## src/rtl/muldiv_sequencer.sv

```systemverilog
// muldiv_sequencer
//   Multi-cycle unsigned multiply / divide engine for the EX stage. An
//   accepted operation runs WIDTH iterations of a shift-add multiplier or a
//   restoring divider while holding the pipeline, then presents the result
//   with a one-cycle done pulse.
//
// Handshake: i_start is a request that is only honoured in IDLE with a
//   multiply (4'b0010) or divide (4'b0011) control code; there is no ready
//   signal, the caller holds the pipe while o_stall is high and captures
//   o_op1/o_r15 in the cycle o_done is high.
//
// Ports:
//   i_clk, i_rst_n      clock (rising edge), synchronous active-low reset
//   i_start, i_control  request and ALU control code
//   i_a, i_b            multiplicand/dividend, multiplier/divisor
//   o_stall             combinational pipeline hold
//   o_busy              registered "operation in progress"
//   o_done              one-cycle result-valid pulse
//   o_op1, o_r15        product low/high or quotient/remainder
//   o_div_by_zero       divide with zero divisor, set with done
//   o_dbg_state         FSM state (0 IDLE, 1 RUN, 2 DONE)
//
// Optional feature macro: MULDIV_EARLY_OUT_EN
//   When defined, an accepted operation with a zero operand bypasses RUN and
//   completes in the next cycle.
module muldiv_sequencer #(
  parameter int WIDTH = 16,
  parameter int CNT_W = 5
) (
  input  logic             i_clk,
  input  logic             i_rst_n,
  input  logic             i_start,
  input  logic [3:0]       i_control,
  input  logic [WIDTH-1:0] i_a,
  input  logic [WIDTH-1:0] i_b,
  output logic             o_stall,
  output logic             o_busy,
  output logic             o_done,
  output logic [WIDTH-1:0] o_op1,
  output logic [WIDTH-1:0] o_r15,
  output logic             o_div_by_zero,
  output logic [1:0]       o_dbg_state
);

  typedef enum logic [1:0] {
    S_IDLE = 2'd0,
    S_RUN  = 2'd1,
    S_DONE = 2'd2
  } state_t;

  localparam logic [3:0]       CTRL_MUL = 4'b0010;
  localparam logic [3:0]       CTRL_DIV = 4'b0011;
  localparam logic [CNT_W-1:0] LAST_CNT = CNT_W'(WIDTH - 1);

  state_t             r_state, w_next_state;
  logic [CNT_W-1:0]   r_cnt;
  logic               r_is_div;
  logic [WIDTH-1:0]   r_opnd;     // multiplicand (mul) or divisor (div)
  logic [WIDTH-1:0]   r_a;        // dividend copy for the divide-by-zero result
  logic [2*WIDTH-1:0] r_acc;      // {hi, lo} for mul, {rem, quot} for div
  logic               r_busy;
  logic [WIDTH-1:0]   r_op1, r_r15;
  logic               r_dz;

  logic               w_valid_ctrl, w_accept, w_last, w_early;
  logic [WIDTH:0]     w_mul_sum;
  logic [2*WIDTH-1:0] w_mul_next, w_div_next, w_acc_next;
  logic [WIDTH:0]     w_rem_sh;
  logic [WIDTH+1:0]   w_div_diff;
  logic               w_div_ok;

  assign w_valid_ctrl = (i_control == CTRL_MUL) || (i_control == CTRL_DIV);
  assign w_accept     = (r_state == S_IDLE) && i_start && w_valid_ctrl;
  assign w_last       = (r_state == S_RUN) && (r_cnt == LAST_CNT);

`ifdef MULDIV_EARLY_OUT_EN
  assign w_early = w_accept && ((i_a == '0) || (i_b == '0));
`else
  assign w_early = 1'b0;
`endif

  // Multiply step: conditional add into the upper half with carry, then shift right.
  assign w_mul_sum  = {1'b0, r_acc[2*WIDTH-1:WIDTH]} + (r_acc[0] ? {1'b0, r_opnd} : '0);
  assign w_mul_next = {w_mul_sum, r_acc[WIDTH-1:1]};

  // Divide step: shift {rem,quot} left, trial subtract. The shifted remainder
  // needs WIDTH+1 bits; the extra top bit of the difference is the borrow.
  assign w_rem_sh   = r_acc[2*WIDTH-1:WIDTH-1];
  assign w_div_diff = {1'b0, w_rem_sh} - {2'b00, r_opnd};
  assign w_div_ok   = ~w_div_diff[WIDTH+1];
  assign w_div_next = w_div_ok ? {w_div_diff[WIDTH-1:0], r_acc[WIDTH-2:0], 1'b1}
                               : {w_rem_sh[WIDTH-1:0],   r_acc[WIDTH-2:0], 1'b0};

  assign w_acc_next = r_is_div ? w_div_next : w_mul_next;

  always_ff @(posedge i_clk) begin
    if (!i_rst_n) r_state <= S_IDLE;
    else          r_state <= w_next_state;
  end

  always_comb begin
    w_next_state = r_state;
    case (r_state)
      S_IDLE:  if (w_accept) w_next_state = w_early ? S_DONE : S_RUN;
      S_RUN:   if (r_cnt == LAST_CNT) w_next_state = S_DONE;
      S_DONE:  w_next_state = S_IDLE;
      default: w_next_state = S_IDLE;
    endcase
  end

  always_ff @(posedge i_clk) begin
    if (!i_rst_n) begin
      r_cnt    <= '0;
      r_is_div <= 1'b0;
      r_opnd   <= '0;
      r_a      <= '0;
      r_acc    <= '0;
      r_busy   <= 1'b0;
      r_op1    <= '0;
      r_r15    <= '0;
      r_dz     <= 1'b0;
    end else if (w_accept) begin
      r_is_div <= (i_control == CTRL_DIV);
      r_opnd   <= (i_control == CTRL_DIV) ? i_b : i_a;
      r_a      <= i_a;
      // Low half starts as the multiplier (mul) or the dividend (div).
      r_acc    <= {{WIDTH{1'b0}}, (i_control == CTRL_DIV) ? i_a : i_b};
      r_cnt    <= '0;
      r_dz     <= 1'b0;
      r_busy   <= ~w_early;
`ifdef MULDIV_EARLY_OUT_EN
      if (w_early) begin
        if ((i_control == CTRL_DIV) && (i_b == '0)) begin
          r_op1 <= '1;
          r_r15 <= i_a;
          r_dz  <= 1'b1;
        end else begin
          r_op1 <= '0;
          r_r15 <= '0;
        end
      end
`endif
    end else if (r_state == S_RUN) begin
      r_acc <= w_acc_next;
      r_cnt <= r_cnt + CNT_W'(1);
      if (w_last) begin
        r_busy <= 1'b0;
        if (r_is_div && (r_opnd == '0)) begin
          r_op1 <= '1;
          r_r15 <= r_a;
          r_dz  <= 1'b1;
        end else begin
          r_op1 <= w_acc_next[WIDTH-1:0];
          r_r15 <= w_acc_next[2*WIDTH-1:WIDTH];
        end
      end
    end
  end

  assign o_stall       = r_busy | w_accept;
  assign o_busy        = r_busy;
  assign o_done        = (r_state == S_DONE);
  assign o_op1         = r_op1;
  assign o_r15         = r_r15;
  assign o_div_by_zero = r_dz;
  assign o_dbg_state   = r_state;

endmodule

```

## config.mk

```make
export PLATFORM = sky130hd
export DESIGN_NAME = muldiv_sequencer
export DESIGN_NICKNAME = d
export VERILOG_FILES = /design/src/rtl/muldiv_sequencer.sv
export SDC_FILE = /design/constraint.sdc
export NUM_CORES = 1
export LEC_CHECK = 0
export ABC_AREA = 1
export CAP_MARGIN = 25
export CORE_UTILIZATION = 50
export DETAILED_ROUTE_END_ITERATION = 10
export HOLD_SLACK_MARGIN = 0.12
export PLACE_DENSITY = 0.72
export SKIP_CTS_REPAIR_TIMING = 1
export SYNTH_ARGS = -nofsm -noshare
export SYNTH_HDL_FRONTEND = slang
export SYNTH_SLANG_ARGS = --single-unit
```

## constraint.sdc

```tcl
create_clock -name i_clk -period 3.8 [get_ports i_clk]
set_input_delay 0.95 -clock i_clk [delete_from_list [all_inputs] [get_ports i_clk]]
set_output_delay 0.95 -clock i_clk [all_outputs]
set_load 0.03 [all_outputs]
```

==> run metrics <==
final instance area 0.00812 mm²; layout cells sized above 1 under 10%; critical path class in -> out; CTS clk-pin slew, worst paths 0.07 ns; vias in the first global route 6,474; CTS sink count between 100 and 150; first-pass GRT wire length 35,000 µm; dpl cell area 0.00784 mm²; port bufs 76; ant diodes 0; Synth cell types 44; Routed WL per cell 17.3 µm; DIE WIDTH around 120 µm; Worst Reg-to-Reg Cells 14; pins over their slew limit 0; f_max approximately 0.28 GHz; RSZ-0062 raised after global routing no; Tot GR Track Use 31.4%; Initial Utilization between 50 and 60%; Tot Pwr around 0.0027 W; number of I/O pins between 70 and 80; final wirelength 22,500 µm; Final setup violation count 0; Setup TNS Final 0 ns; Cell Chain, Critical Path clkdlybuf4s50_1 -> nor2_1 -> nand3_1 -> nor2_2 -> or2_2 -> clkdlybuf4s50_1; syn_nets roughly 1.1k; Setup WS pre-CTS between 0.1 and 0.15 ns; most frequent cells in the layout nand2_1 (237), inv_1 (148), o21ai_0 (110), dfxtp_1 (105), nor2_1 (81); Nets roughly 1.2k; drt via density ~5.7; outcome complete, no violations; initial antenna violation count 0; R2R Path Start r_acc[0]$_SDFFE_PN0P_; Yosys warning count 0; row count between 40 and 50; clk buf depth 2; post-synthesis area per instance between 6 and 7 µm²; CP most frequent cell clkdlybuf4s50_1; number of detailed-route iterations in the first pass 6; Crit Path Max Fanout 4; ANT nets after route 0; GPL Wtd Cong just under 1; WP data required approximately 2.9 ns; Peak VDD IR roughly 0.00023 V; post-detail-place hpwl around 17,000 µm; Worst Path Arrival about 2.6 ns; max-cap violations 0; clk root buf clkbuf_16; Power Density 331 mW/mm²; Reg2Reg Setup Slack roughly 1.1 ns; hold endpoint o_div_by_zero$_SDFFE_PP0P_; HP Class reg -> reg; die area 0.0145 mm²; largest net degree at the start of global routing 35; Yosys reg bits 106; H-tree levels 3; worst-path cell with the longest stage delay clkdlybuf4s50_1; LEAKAGE between 3 and 4 nW; CTS tree yes; setup slack after layout between 0.2 and 0.25 ns; Non-Filler Instances about 1.3k; drt drc 0; Final Critical Period 3.56 ns; Synth-to-Final Area Change 15.7%; TritonCTS buffer count 9; Vias 7,362; Slew Limit Headroom a little over a third; hold_sp o_div_by_zero$_SDFFE_PP0P_; Worst setup SP type input pin; Worst-Skew Late Latency 0.35 ns; clk_skew 0.00884 ns; most common cell after layout, fill and taps aside nand2_1; Period Utilization, post-route 93.8%; r2r endpoint o_r15[14]$_SDFFE_PN0P_; slew at the pin closest to its max-slew limit between 0.9 and 1 ns; Largest stage delay, worst path 0.66 ns; register area share after synthesis between 30 and 40%; Final Hold Viols 0; Syn Inst Count 1,067; Overflow after GRT 0; Setup crit end kind output pin; Worst Hold Depth 1; die height 120 µm; synthesized cell area 0.00702 mm²; Placed Instances roughly 1.3k; initial detailed-routing violation count 874; core box area roughly 0.013 mm²
Yosys cell counts, drive strengths merged:
cell type,instances,share of area (%)
inv,157,8.4
nand3,77,6.4
o21bai,1,0.11
nand3b,8,0.91
xnor2,4,0.50
a21oi,75,5.5
xor2,6,0.75
nand4,24,2.1
fa,2,0.57
a31oi,14,1.2
and2,2,0.18
nor2,89,5.5
ha,34,6.1
o22ai,25,2.2
o211ai,1,0.11
o21ai,119,8.5
buf,15,1.5
nand2,251,14
clkbuf,32,2.6
o21a,2,0.21
dfxtp,106,30
o221ai,5,0.62
or2,4,0.36
and3,2,0.18
o221a,1,0.16
nor3,7,0.57
nor4,2,0.18
clkinv,2,0.11
cells by family after synthesis:
kind of cell,after synthesis,synth area share [%]
AND/OR/NAND/NOR,466,30.6
AO/OA/AOI/OAI,243,18.6
buffers and inverters,206,12.6
flip-flops,106,30.2
adder cells (fa/ha/maj),36,6.63
XOR/XNOR,10,1.25
critical path, delay by kind of cell:
kind,cells,cell delay [ns]
simple gates,4,0.59
buf+inv,2,1.07
worst max-delay path by stage:
stage                 startpoint                      to  cells after the start
finish              i_control[2]                 o_stall                      6
global route        i_control[3]                 o_stall                      6
CTS                 i_control[3]                 o_stall                      6
detailed placement  i_control[2]  r_acc[30]$_SDFFE_PP0P_                     10
global placement    i_control[3]                 o_stall                      6
floorplan           i_control[3]                 o_stall                      4
final cells by class:
type | instances | area [µm²]
Fill cell | 1324 | 5340
Sequential cell | 106 | 2120
Multi-Input combinational cell | 755 | 4010
Inverter | 159 | 597
Clock buffer | 12 | 246
Tap cell | 176 | 220
Timing Repair Buffer | 90 | 886
Clock inverter | 4 | 33.8
layer usage:
layer	global-route usage, %	part of all wire, %	routed length (µm)
met5	0	0	0
met4	10.6	2.7	611
met3	6.75	9.1	2040
met2	47.4	44	9870
met1	44.2	44	10000
flip-flops by register name, indices dropped and copies added (netlist names), 2 cells and up:
name / flops
o_dbg_state: 2
o_r15: 16
r_acc: 32
r_cnt: 5
o_op1: 16
r_a: 16
r_opnd: 16
metrics by stage:
step	util [%]	hold WS, ns
6_report	60.3	0.477
5_1_grt	60.3	0.494
4_1_cts	60.3	0.477
3_5_place_dp	58.3	0.460
3_3_place_gp	58.1	0.451
2_1_floorplan	-	0.429
where the power goes:
part           switching [W]  internal (W)
combinational       0.000407      0.000210
sequential         0.0000340       0.00114
clock               0.000431      0.000470
No activity file was read; power rests on OpenSTA's default activity.
